[src/rtl/spi_defs.sv]
// -----------------------------------------------------------------------------
// spi_defs
// Shared definitions for the SPI master and its CPU-side instantiation:
//   - spi_state_e : controller state encoding
//   - SPI_MODE0-3 : SPI modes packed as {cpol, cpha}
//   - W_SPI_DATA  : default transfer width used by the CPU integration
//   - W_SPI_DIV   : default clock-divider setting width
// -----------------------------------------------------------------------------
package spi_defs;

  localparam int unsigned W_SPI_DATA = 8;
  localparam int unsigned W_SPI_DIV  = 8;

  // Transfer sequencing: chip-select setup, shifting, chip-select hold, writeback
  typedef enum logic [2:0] {
    IDLE  = 3'd0,
    LEAD  = 3'd1,
    XFER  = 3'd2,
    TRAIL = 3'd3,
    DONE  = 3'd4
  } spi_state_e;

  // {cpol, cpha}
  localparam logic [1:0] SPI_MODE0 = 2'b00;
  localparam logic [1:0] SPI_MODE1 = 2'b01;
  localparam logic [1:0] SPI_MODE2 = 2'b10;
  localparam logic [1:0] SPI_MODE3 = 2'b11;

endpackage

[src/rtl/spi_clk_div.sv]
// -----------------------------------------------------------------------------
// spi_clk_div
// Half-period timer for the SPI master. While en is high it emits a registered
// one-cycle tick every H = div+1 clk cycles. While en is low the count is held
// at zero, so every rising edge of en starts a fresh, full half-period.
// Ports:
//   clk, rst : system clock, asynchronous active-high reset
//   en       : run the timer
//   div      : half-period setting (H = div+1)
//   tick     : one-cycle pulse at the end of each half-period
// -----------------------------------------------------------------------------
module spi_clk_div
  #(
    parameter int unsigned W_DIV = 8
  )
  (
    input  logic             clk,
    input  logic             rst,
    input  logic             en,
    input  logic [W_DIV-1:0] div,
    output logic             tick
  );

  // One extra bit so that div all-ones gives H = 2^W_DIV without wrapping
  localparam int unsigned W_CNT = W_DIV + 1;

  logic [W_CNT-1:0] cnt;
  logic [W_CNT-1:0] half_c;
  logic             wrap_c;

  assign half_c = W_CNT'(div) + W_CNT'(1);
  assign wrap_c = (cnt + W_CNT'(1)) == half_c;

  // Up-counter over one half-period; tick is registered
  always_ff @(posedge clk or posedge rst) begin
    if (rst) begin
      cnt  <= '0;
      tick <= 1'b0;
    end else if (!en) begin
      cnt  <= '0;
      tick <= 1'b0;
    end else if (wrap_c) begin
      cnt  <= '0;
      tick <= 1'b1;
    end else begin
      cnt  <= cnt + W_CNT'(1);
      tick <= 1'b0;
    end
  end

endmodule

[src/rtl/spi_master_ctrl.sv]
// -----------------------------------------------------------------------------
// spi_master_ctrl
// SPI master for the CPU peripheral bus. Shifts one W_DATA-bit word MSB-first
// in all four CPOL/CPHA modes with a programmable SCLK half-period, driving one
// of N_CS active-low chip selects. One transfer at a time; the received word is
// returned with a one-cycle rx_dv pulse.
// Ports:
//   clk, rst          : system clock, asynchronous active-high reset
//   start             : transfer request, only honoured in IDLE
//   tx_data, cs_sel,
//   cpol, cpha,
//   clk_div           : transfer configuration, latched on an accepted start
//   busy              : transfer in progress (through the rx_dv cycle)
//   rx_data, rx_dv    : received word and its one-cycle valid pulse
//   sclk, mosi, miso  : SPI bus
//   cs_n              : active-low chip selects
// -----------------------------------------------------------------------------
module spi_master_ctrl
  import spi_defs::*;
  #(
    parameter  int unsigned W_DATA = 8,
    parameter  int unsigned N_CS   = 2,
    parameter  int unsigned W_DIV  = 8,
    localparam int unsigned W_CS   = (N_CS > 1) ? $clog2(N_CS) : 1
  )
  (
    input  logic              clk,
    input  logic              rst,
    input  logic              start,
    input  logic [W_DATA-1:0] tx_data,
    input  logic [W_CS-1:0]   cs_sel,
    input  logic              cpol,
    input  logic              cpha,
    input  logic [W_DIV-1:0]  clk_div,
    output logic              busy,
    output logic [W_DATA-1:0] rx_data,
    output logic              rx_dv,
    output logic              sclk,
    output logic              mosi,
    input  logic              miso,
    output logic [N_CS-1:0]   cs_n
  );

  localparam int unsigned W_EDGE = $clog2(2 * W_DATA);
  localparam logic [W_EDGE-1:0] LAST_EDGE = W_EDGE'(2 * W_DATA - 1);

  spi_state_e        state;
  logic              cpol_q;
  logic              cpha_q;
  logic [W_DIV-1:0]  div_q;
  logic [W_DATA-1:0] tx_sr;
  logic [W_DATA-1:0] rx_sr;
  logic [W_EDGE-1:0] edge_cnt;
  logic              tick;

  logic              div_en_c;
  logic              cs_ok_c;
  logic              sample_c;
  logic              last_c;

  // Divider runs through the timed phases only
  assign div_en_c = (state == LEAD) || (state == XFER) || (state == TRAIL);

  // Out-of-range slave index is rejected rather than wrapped
  assign cs_ok_c = {1'b0, cs_sel} < (W_CS + 1)'(N_CS);

  // Even edge index = leading edge; CPHA picks which edge samples
  assign sample_c = cpha_q ? edge_cnt[0] : ~edge_cnt[0];
  assign last_c   = (edge_cnt == LAST_EDGE);

  spi_clk_div #(
    .W_DIV (W_DIV)
  ) u_clk_div (
    .clk  (clk),
    .rst  (rst),
    .en   (div_en_c),
    .div  (div_q),
    .tick (tick)
  );

  // Transfer sequencer; every output is a register
  always_ff @(posedge clk or posedge rst) begin
    if (rst) begin
      state    <= IDLE;
      busy     <= 1'b0;
      rx_data  <= '0;
      rx_dv    <= 1'b0;
      sclk     <= 1'b0;
      mosi     <= 1'b0;
      cs_n     <= '1;
      cpol_q   <= 1'b0;
      cpha_q   <= 1'b0;
      div_q    <= '0;
      tx_sr    <= '0;
      rx_sr    <= '0;
      edge_cnt <= '0;
    end else begin
      rx_dv <= 1'b0;
      case (state)
        IDLE: begin
          busy <= 1'b0;
          sclk <= cpol_q;
          if (start && cs_ok_c) begin
            state    <= LEAD;
            busy     <= 1'b1;
            cpol_q   <= cpol;
            cpha_q   <= cpha;
            div_q    <= clk_div;
            sclk     <= cpol;
            cs_n     <= ~(N_CS'(1) << cs_sel);
            rx_sr    <= '0;
            edge_cnt <= '0;
            // CPHA=0 presents the MSB before the first (sampling) edge
            if (!cpha) begin
              mosi  <= tx_data[W_DATA-1];
              tx_sr <= tx_data << 1;
            end else begin
              tx_sr <= tx_data;
            end
          end
        end

        LEAD: begin
          if (tick) begin
            state <= XFER;
          end
        end

        XFER: begin
          if (tick) begin
            sclk     <= ~sclk;
            edge_cnt <= edge_cnt + W_EDGE'(1);
            if (sample_c) begin
              rx_sr <= {rx_sr[W_DATA-2:0], miso};
            end else if (!last_c) begin
              // Only CPHA=0 ends on a drive edge; that one is suppressed
              mosi  <= tx_sr[W_DATA-1];
              tx_sr <= tx_sr << 1;
            end
            if (last_c) begin
              state <= TRAIL;
            end
          end
        end

        TRAIL: begin
          if (tick) begin
            state   <= DONE;
            cs_n    <= '1;
            rx_data <= rx_sr;
            rx_dv   <= 1'b1;
          end
        end

        DONE: begin
          state <= IDLE;
          busy  <= 1'b0;
        end

        default: begin
          state <= IDLE;
          busy  <= 1'b0;
          cs_n  <= '1;
        end
      endcase
    end
  end

endmodule

[config.mk]
export PLATFORM = sky130hd
export DESIGN_NAME = spi_master_ctrl
export DESIGN_NICKNAME = d
export VERILOG_FILES = /design/src/rtl/spi_defs.sv /design/src/rtl/spi_clk_div.sv /design/src/rtl/spi_master_ctrl.sv
export SDC_FILE = /design/constraint.sdc
export NUM_CORES = 1
export LEC_CHECK = 0
export CORE_MARGIN = 2
export CORE_UTILIZATION = 45
export CTS_CLUSTER_DIAMETER = 80
export DETAILED_ROUTE_END_ITERATION = 7
export PLACE_DENSITY = 0.78
export SETUP_SLACK_MARGIN = 0.3
export SYNTH_ARGS = -nofsm -noshare
export SYNTH_HDL_FRONTEND = slang
export SYNTH_SLANG_ARGS = --single-unit
[constraint.sdc]
create_clock -name clk -period 2.76 [get_ports clk]
set_input_delay 0.69 -clock clk [delete_from_list [all_inputs] [get_ports clk]]
set_output_delay 0.69 -clock clk [all_outputs]
set_load 0.02 [all_outputs]
==> impl_metrics.yaml <==
status:
  outcome: "finished, final reports clean"
place:
  place_ws_ps: 476.1
  gp_congestion: 0.8129
  hpwl_um: 4088
  dp.cells: 383
  place.port_buffers: 36
synthesis:
  ys_types: 41
  synthesis.nets: 301
  yosysTopAreaCell: "dfrtp_1"
  synth.ff_latch_count: 57
  syn_inst: 275
  synth_edf_count: 0
  yosysSeqAreaShare_pct: 50.46
  synthTopCellsByArea: "dfrtp_1, nand2_1, mux2_2"
  synth_area_per_cell_sq_um: 10.30
  yosys_most_used_dff: "dfrtp_1"
  syn-cell-area_sq_um: 2831
  yosysWarnings: 0
  synth-async-reset-ratio_pct: 100.0
  synth_top_area_share_pct: 48.61
layout:
  syn_to_final_growth_pct: 25.45
  diodes: 0
  drive_gt1_share_pct: 16.26
  final-instance-count-excl-fill: 401
  fill_cells: 510
  fin_nets: 347
timing:
  rsz0062_at_grt: "no"
  finalMaxSlewViolations: 0
  setup_viol: 0
  min_period_over_period_pct: 79.08
  tightest_slew_ps: 544.1
  period_needed_ps: 2183
  max_slew_margin_pct: 63.59
  worst_clock_skew_ps: 9.090
  hold_viol: 0
  tns_ps: 0
  setup_slack_ps: 577.3
  hold_ws_ps: 472.9
  max_freq_ghz: 0.4581
route:
  ant_nets: 0
  drc: 0
  dr.pass1.iters: 4
  num_vias: 2219
  wl_per_cell_um: 14.84
  drt-initial-drc-count: 187
  wl_um: 5949
  avgViaCountPerCell: 5.534
setup_path:
  cp_max_fo: 10
  worst-endpoint-arrival_ps: 2450
  worstReg2RegEnd: "u_clk_div.tick"
  crit_path_start_kind: "register"
  r2r_slack_ps: 580
  crit_type: "reg -> reg"
  critPathCaptureType: "register"
  cp.required_ps: 3030
  r2r_cells: 7
  r2r-start: "u_clk_div.cnt[0]"
power:
  ir_drop_v: 0.0005075
  cellPowerDensity_nw_per_um2: 959.1
  p_leak_nw: 1.562
die:
  ios: 37
  core_sq_um: 5991
  initial_utilization_pct: 47.26
  die_x_um: 83.33
  fp.dieH_um: 83.33
  rows: 28
  dieArea_sq_um: 6943
hold_path:
  hold_depth: 2
  min_to: "rx_data[1]"
  worstHoldPathType: "reg -> reg"
  hp-start: "rx_data[1]"
clocking:
  cts_buffers: 9
  clk_latency_ps: 330
  clk_pin_slew_worst_paths_ps: 70
  clock-root-buffer: "clkbuf_8"
  cts_tree: "yes"
  cts.sinks: 57
  cts.htree.levels: 3
  cts_buffer_depth: 2
grt:
  grt_overflow: 0
  grt_pass1_vias: 2327
  grt_pass1_wl_um: 10580
  track_usage_pct: 18.98
  grt_max_degree: 35
  antenna_found_initial: 0
flow_run:
  drv_cap: 0
flip-flops by register name (all words and copies together) (netlist names):
signal	cells
div_q	8
sclk	1
u_clk_div.cnt	9
tx_sr	8
rx_sr	8
rx_dv	1
cs_n	2
busy	1
mosi	1
cpol_q	1
rx_data	8
edge_cnt	4
u_clk_div.tick	1
cpha_q	1
state	3
cell usage after synthesis, drive strengths merged, types with 2 or more instances:
library cell and number:
a21oi 5, dfstp 2, nand2b 2, a311oi 3, a211oi 3, mux2 17, ha 3, xor2 6
nand4 5, inv 5, nor2 9, o21a 2, nand3 15, or2 2, nand2 51, o21ai 22
mux2i 10, dfrtp 55, a22o 12, or3 5, clkbuf 8, xnor2 7, a31oi 8, a21o 2
nor3 5, o211a 2
logic make-up (layout without fill, tap and decap cells):
logic type,count (synthesis),after routing,synth area share (%)
AOI/OAI and AO/OA,61,61,15.02
xor gates and xnor gates,13,13,4.021
adders and majority gates,3,3,1.326
DFF,57,57,50.46
and+or+nand+nor,99,99,16.84
buffers and inverters,15,66,2.033
muxes,27,27,10.30
worst max-delay path, cell delays in order, from the launching register on:
cell	delay [ps]
dfrtp_1	470
ha_1	310
inv_1	90
or3_4	390
a22o_1	250
a211oi_2	210
buf_4	200
and4_1	200
layout make-up:
| cell class | count | area [sq um] | share of cell area (%) |
|---|---|---|---|
| multi-input cells | 203 | 1345 | 37.87 |
| inverters | 6 | 22.52 | 0.6340 |
| clock inverters | 5 | 77.57 | 2.184 |
| flip-flops and latches | 57 | 1429 | 40.23 |
| clock buffers | 11 | 151.4 | 4.262 |
| well taps | 75 | 93.84 | 2.642 |
| repair buffers | 44 | 432.9 | 12.19 |
metrics by stage:
stage | total power, mW | cell area, sq um | util [%]
floorplan | 2.112 | 2831 | -
detailed placement | 2.465 | 3308 | 55.22
CTS | 3.379 | 3537 | 59.04
global route | 3.612 | 3552 | 59.29
global placement | 2.404 | 3308 | 55.22
finish | 3.407 | 3552 | 59.29
layer usage:
metal / vias to the layer above / GRT usage, % / share of wire (%)
li1: 1090 / - / -
met1: 1073 / 22.59 / 44
met2: 45 / 31.52 / 50
met3: 11 / 5.467 / 3.9
met4: 0 / 9.091 / 2.0
met5: - / 0 / 0
report_power, final:
group | switching [mW] | internal (mW)
clock network | 0.337 | 0.554
logic | 0.595 | 0.593
registers | 0.252 | 1.08
total | 1.18 | 2.22
worst max path at each step:
stage | startpoint | endpoint | slack [ps]
2_1_floorplan | rst | busy | 670
3_3_place_gp | start | tx_sr[3] | 490
3_5_place_dp | start | tx_sr[4] | 480
4_1_cts | u_clk_div.cnt[0] | u_clk_div.tick | 420
5_1_grt | u_clk_div.cnt[0] | u_clk_div.cnt[1] | 510
6_report | u_clk_div.cnt[0] | u_clk_div.tick | 580
timing repair:
item,4_1_cts,5_1_grt
hold buffers,0,0
setup endpoints to repair,0,3
resized for setup,0,0
setup buffers,0,2
cells in the final DEF, fill, tap and decap left out, types with 7 or more instances in the layout:
| master | netlist | routed |
|---|---|---|
| dfrtp_1 | 55 | 55 |
| nand2_1 | 51 | 51 |
| clkdlybuf4s50_1 | 0 | 36 |
| o21ai_0 | 22 | 22 |
| mux2_2 | 17 | 17 |
| nand3_1 | 15 | 15 |
| a22o_1 | 12 | 12 |
| clkbuf_8 | 0 | 11 |
| mux2i_1 | 10 | 10 |
| nor2_1 | 9 | 9 |
| a31oi_1 | 8 | 8 |
| xnor2_1 | 7 | 7 |
| buf_4 | 0 | 7 |
(Power assumes the default switching activity.)
